==> src/rtl/rob_proc_pkg.sv <==
// Shared constants and types for the processor memory-side datapath.
package rob_proc_pkg;

    // MDR word width
    localparam int MDR_DATA_W = 18;
    // default request address width
    localparam int MEM_ADDR_W = 8;
    // wait-state counter width; holds 0..15
    localparam int WAIT_CNT_W = 4;

    typedef enum logic [1:0] {
        IDLE,
        WAIT,
        ACCESS,
        RESP
    } mem_resp_state_t;

endpackage

==> src/rtl/mem_array.sv <==
// Single-port data RAM: synchronous write, registered read, one enable.
module mem_array #(
    parameter int DATA_W = 18,
    parameter int DEPTH  = 256,
    parameter int IDX_W  = 8
) (
    input  logic              clk,
    input  logic              rst_n,
    input  logic              en,
    input  logic              we,
    input  logic [IDX_W-1:0]  addr,
    input  logic [DATA_W-1:0] wdata,
    output logic [DATA_W-1:0] rdata
);

    logic [DATA_W-1:0] mem [DEPTH];
    logic [DATA_W-1:0] rdata_q;

    // array write; contents are deliberately not reset
    always_ff @(posedge clk) begin
        if (en && we) begin
            mem[addr] <= wdata;
        end
    end

    // registered read port; only a read access updates it, so it holds the last read word
    always_ff @(posedge clk or negedge rst_n) begin
        if (!rst_n) begin
            rdata_q <= '0;
        end else if (en && !we) begin
            rdata_q <= mem[addr];
        end
    end

    assign rdata = rdata_q;

endmodule

==> src/rtl/mem_responder.sv <==
// Memory-side responder: one request at a time, fixed wait states, then a
// single-cycle array access and a single-cycle response strobe.
module mem_responder
    import rob_proc_pkg::*;
#(
    parameter int DATA_W   = MDR_DATA_W,
    parameter int ADDR_W   = MEM_ADDR_W,
    parameter int DEPTH    = 256,
    parameter int WAIT_CYC = 2
) (
    input  logic              clk,
    input  logic              rst,        // active-low, asynchronous
    input  logic              req_rd,
    input  logic              req_wr,
    input  logic [ADDR_W-1:0] req_addr,
    input  logic [DATA_W-1:0] req_wdata,
    output logic              busy,
    output logic [DATA_W-1:0] rd_data,
    output logic              wr_MDR_Mem,
    output logic              wr_ack,
    output logic              err
);

    localparam int IDX_W = (DEPTH > 1) ? $clog2(DEPTH) : 1;

    mem_resp_state_t       state_q, state_d;
    logic [WAIT_CNT_W-1:0] cnt_q, cnt_d;
    logic [IDX_W-1:0]      addr_q, addr_d;
    logic [DATA_W-1:0]     wdata_q, wdata_d;
    logic                  is_wr_q, is_wr_d;
    logic                  err_q, err_d;
    logic                  in_range;

    // out-of-range addresses are rejected rather than aliased onto low words
    assign in_range = (32'(req_addr) < 32'(DEPTH));

    // next-state, wait counter and request capture
    always_comb begin
        state_d = state_q;
        cnt_d   = cnt_q;
        addr_d  = addr_q;
        wdata_d = wdata_q;
        is_wr_d = is_wr_q;
        err_d   = 1'b0;
        case (state_q)
            IDLE: begin
                if ((req_rd ^ req_wr) && in_range) begin
                    addr_d  = req_addr[IDX_W-1:0];
                    wdata_d = req_wdata;
                    is_wr_d = req_wr;
                    cnt_d   = WAIT_CNT_W'(WAIT_CYC);
                    state_d = (WAIT_CYC == 0) ? ACCESS : WAIT;
                end else if (req_rd || req_wr) begin
                    err_d = 1'b1;
                end
            end
            WAIT: begin
                if (cnt_q <= WAIT_CNT_W'(1)) begin
                    cnt_d   = '0;
                    state_d = ACCESS;
                end else begin
                    cnt_d = cnt_q - WAIT_CNT_W'(1);
                end
            end
            ACCESS:  state_d = RESP;
            RESP:    state_d = IDLE;
            default: state_d = IDLE;
        endcase
    end

    // state and capture registers; reset aborts any request in flight
    always_ff @(posedge clk or negedge rst) begin
        if (!rst) begin
            state_q <= IDLE;
            cnt_q   <= '0;
            addr_q  <= '0;
            wdata_q <= '0;
            is_wr_q <= 1'b0;
            err_q   <= 1'b0;
        end else begin
            state_q <= state_d;
            cnt_q   <= cnt_d;
            addr_q  <= addr_d;
            wdata_q <= wdata_d;
            is_wr_q <= is_wr_d;
            err_q   <= err_d;
        end
    end

    // the array is touched only in ACCESS, so rejected or aborted requests never reach it
    mem_array #(
        .DATA_W (DATA_W),
        .DEPTH  (DEPTH),
        .IDX_W  (IDX_W)
    ) u_mem (
        .clk   (clk),
        .rst_n (rst),
        .en    (state_q == ACCESS),
        .we    (is_wr_q),
        .addr  (addr_q),
        .wdata (wdata_q),
        .rdata (rd_data)
    );

    assign busy       = (state_q != IDLE);
    assign wr_MDR_Mem = (state_q == RESP) && !is_wr_q;
    assign wr_ack     = (state_q == RESP) && is_wr_q;
    assign err        = err_q;

endmodule
==> config.mk <==
export PLATFORM = sky130hd
export DESIGN_NAME = mem_responder
export DESIGN_NICKNAME = d
export VERILOG_FILES = /design/src/rtl/rob_proc_pkg.sv /design/src/rtl/mem_array.sv /design/src/rtl/mem_responder.sv
export SDC_FILE = /design/constraint.sdc
export NUM_CORES = 2
export LEC_CHECK = 0
export BUFFER_PORTS_ARGS = -buffer_cell sky130_fd_sc_hd__buf_4
export CAP_MARGIN = 0
export CELL_PAD_IN_SITES_DETAIL_PLACEMENT = 1
export CELL_PAD_IN_SITES_GLOBAL_PLACEMENT = 2
export CORE_MARGIN = 2
export CORE_UTILIZATION = 35
export CTS_CLUSTER_SIZE = 20
export DETAILED_ROUTE_END_ITERATION = 6
export PLACE_DENSITY = 0.55
export SLEW_MARGIN = 30
export SYNTH_ARGS = -nofsm -noshare
export SYNTH_HDL_FRONTEND = slang
export SYNTH_HIERARCHICAL = 1
export SYNTH_MEMORY_MAX_BITS = 65536
export SYNTH_SLANG_ARGS = --single-unit
==> constraint.sdc <==
create_clock -name clk -period 12.5 [get_ports clk]
set_input_delay 0 -clock clk [delete_from_list [all_inputs] [get_ports clk]]
set_output_delay 0 -clock clk [all_outputs]
set_load 0.01 [all_outputs]
==> impl_metrics.json <==
{
  "syn_area_per_cell_um2": 22.6,
  "gp_congestion": 0.802,
  "critPathLaunchType": "register",
  "hp-class": "in -> reg",
  "place_area_um2": 190000,
  "outcome": "completed",
  "die_w_um": 719,
  "synthTopCellsByArea": "edfxtp_1 77%, mux4_2 15%, mux2i_1 2.0%",
  "seq_power_share_pct": 39.9,
  "grt_pass1_wl_mm": 773,
  "drt_wl_total_mm": 559,
  "fin_ws_ps": 7010,
  "cell_internal_pwr_mw": 33.2,
  "preCtsSetupSlack_ps": 6810,
  "powerDensity_nw_per_um2": 246,
  "route.vias.total": 87502,
  "synth_cell_types": 55,
  "slowest_delay_ps": 900,
  "startpoint": "addr_q[0]",
  "slowest_stage": "a21oi_1",
  "clkSinkCount": 4660,
  "hpwlAfterDp_mm": 331,
  "tightest_slew_ps": 1090,
  "yosysWarnings": 6,
  "post-route-cell-area_um2": 208000,
  "die-area_um2": 518000,
  "p_sw_mw": 17.9,
  "p_sw_share_pct": 35.0,
  "ys_ff_latch": 4660,
  "syn2layout_area_growth_pct": 15.8,
  "layout-drive-gt1-share_pct": 30.2,
  "grt_use_total_pct": 21.3,
  "power.share.clock_pct": 28.7,
  "postCtsSetupBuffers": 0,
  "slew_headroom_pct": 27.3,
  "ant_nets": 0,
  "ys_seq_area_share_pct": 78.0,
  "io_pins": 52,
  "holdWs_ps": 393,
  "numCtsBuffers": 522,
  "htreeDepth": 6,
  "wl_per_cell_um": 35.6,
  "reg2reg_to": "u_mem/rdata[8]",
  "syn_nets": 7978,
  "drc": 0,
  "slew_viol_final": 0,
  "cap_violations": 0,
  "setup-tns-final_ps": 0,
  "clock-root-buffer": "clkbuf_16",
  "grt_max_degree": 148,
  "grt_pass1_vias": 91385,
  "synthArstFlopShare_pct": 1.12,
  "timing.fmax_mhz": 182,
  "nets": 8594,
  "ff2ff_setup_slack_ps": 7010,
  "vias_per_cell": 5.57,
  "hold_viol_final": 0,
  "final_common_cell": "edfxtp_1",
  "core_um2": 509000,
  "setup_viol_count_final": 0,
  "period_minus_slack_ps": 5490,
  "cts_buffer_depth": 4,
  "endpoint": "u_mem/rdata[8]",
  "synth_edf_count": 4608,
  "clock_insertion_delay_worst_skew_ps": 1080,
  "grt-ovfl-total": 0,
  "critPathMaxFanout": 67,
  "worst_ep_arrival_time_ps": 6380,
  "combPwrFrac_pct": 31.4,
  "rsz0062_at_grt": "false",
  "antenna_found_initial": 46,
  "mostFrequentLayoutCells": "4608 x edfxtp_1, 1177 x mux4_2, 535 x clkbuf_16",
  "yosysTopAreaCellShare_pct": 77.3,
  "fin_crit_sh_pct": 44.0,
  "synth_area_um2": 179000,
  "syn_inst": 7941,
  "synthFlopType": "edfxtp_1",
  "cts_tree": "yes",
  "drt_iter0_markers": 9710,
  "crit_type": "reg -> reg",
  "vdd_ir_drop_max_v": 0.000221,
  "cts_resized": 0,
  "clk_pin_slew_ps": 60,
  "crit_required_ps": 13380,
  "die_h_um": 719,
  "r2r-start": "addr_q[0]",
  "io_buffers": 51,
  "rows": 262,
  "skew_ps": 72.7,
  "start_util_pct": 35.2,
  "yosysTopAreaCell": "edfxtp_1",
  "critPathCaptureType": "register",
  "firstDrtPassIters": 6,
  "p_leak_nw": 64.5,
  "r2r_cells": 10,
  "worstPathCellList": "buf_12, buf_4, buf_4, mux4_2, mux2i_1, a32oi_1, a21oi_1, a21oi_1, nand4_1, a31oi_1"
}
## worst max-delay path, delay by kind of cell, from the launching register on
family / cells / cell delay, ps
compound gates: 4 / 1540
flops: 1 / 660
buf+inv: 3 / 1780
mux: 2 / 870
simple gates: 1 / 200
## area by class of cell
cell class	count	area, um^2
clock inverter	245	2110
tap	6732	8420
antenna	13	32.5
sequential	4660	140000
clock buffer	677	14000
multi-input combinational	2801	38200
inverter	13	56.3
timing repair buffer	559	4910
fill	47347	302000
## stage by stage
step	cells	utilization (%)	total power, mW
after floorplan	7941	-	29.7
after global placement	14667	37.3	36.6
after detailed placement	14674	37.4	36.9
after CTS	15682	40.7	51.7
after global routing	15690	40.7	52.9
final	15700	40.7	51.1
## routing by layer
metal	track usage (%)	up-vias	share of wire, %
met1	30.6	49035	44
met2	34.3	2855	48
met3	3.18	663	5.8
met4	5.40	4	2.7
li1	-	34945	-
met5	0	-	0.0048
## Yosys cell counts (all sizes together), types with 3 or more instances
master,n
a2111oi,3
a211o,12
a211oi,9
a21oi,69
a22o,4
a22oi,25
a31oi,7
a32o,12
a32oi,118
and2,6
buf,265
clkbuf,202
dfrtp,52
edfxtp,4608
ha,7
inv,11
mux2,33
mux2i,361
mux4,1177
nand2,326
nand2b,10
nand3,35
nand4,13
nor2,293
nor2b,34
nor3,60
nor4,8
o2111ai,4
o21ai,29
o22ai,109
o41ai,13
or3,4
## cell families after synthesis
| kind of cell | Yosys count | synth area share (%) |
|---|---|---|
| buffers and inverters | 480 | 1.38 |
| DFF | 4660 | 78.0 |
| muxes | 1571 | 17.0 |
| adders and majority gates | 7 | 0.0489 |
| AOI/OAI and AO/OA | 428 | 1.71 |
| and+or+nand+nor | 795 | 1.85 |
## worst min path at each step
stage / startpoint / endpoint / depth (start not counted)
after global routing: req_addr[3] / addr_q[3] / 4
after global placement: req_wdata[8] / wdata_q[8] / 2
after floorplan: rst / addr_q[0] / 0
after detailed placement: rst / wdata_q[14] / 1
after CTS: req_addr[3] / addr_q[3] / 4
final: req_addr[3] / addr_q[3] / 4
## timing repair
item,CTS,global route
setup endpoints to repair,0,0
hold endpoints to repair,86,0
hold buffers,86,0
## power groups by stage
stage	combinational (mW)	clock [mW]	sequential, mW
floorplan	8.06	0	21.7
global placement	15.8	0	20.8
detailed placement	16.1	0	20.8
CTS	16.2	15.0	20.5
global route	16.8	15.6	20.5
finish	16.1	14.7	20.4
## sequential cells by signal, indices dropped and copies added, names as in the netlist
| register | cells |
|---|---|
| u_mem/mem | 4608 |
| wdata_q | 18 |
| u_mem/rdata | 18 |
| addr_q | 8 |
| state_q | 2 |
| is_wr_q | 1 |
| err | 1 |
| cnt_q | 4 |
Power figures use the tool's default switching activity.
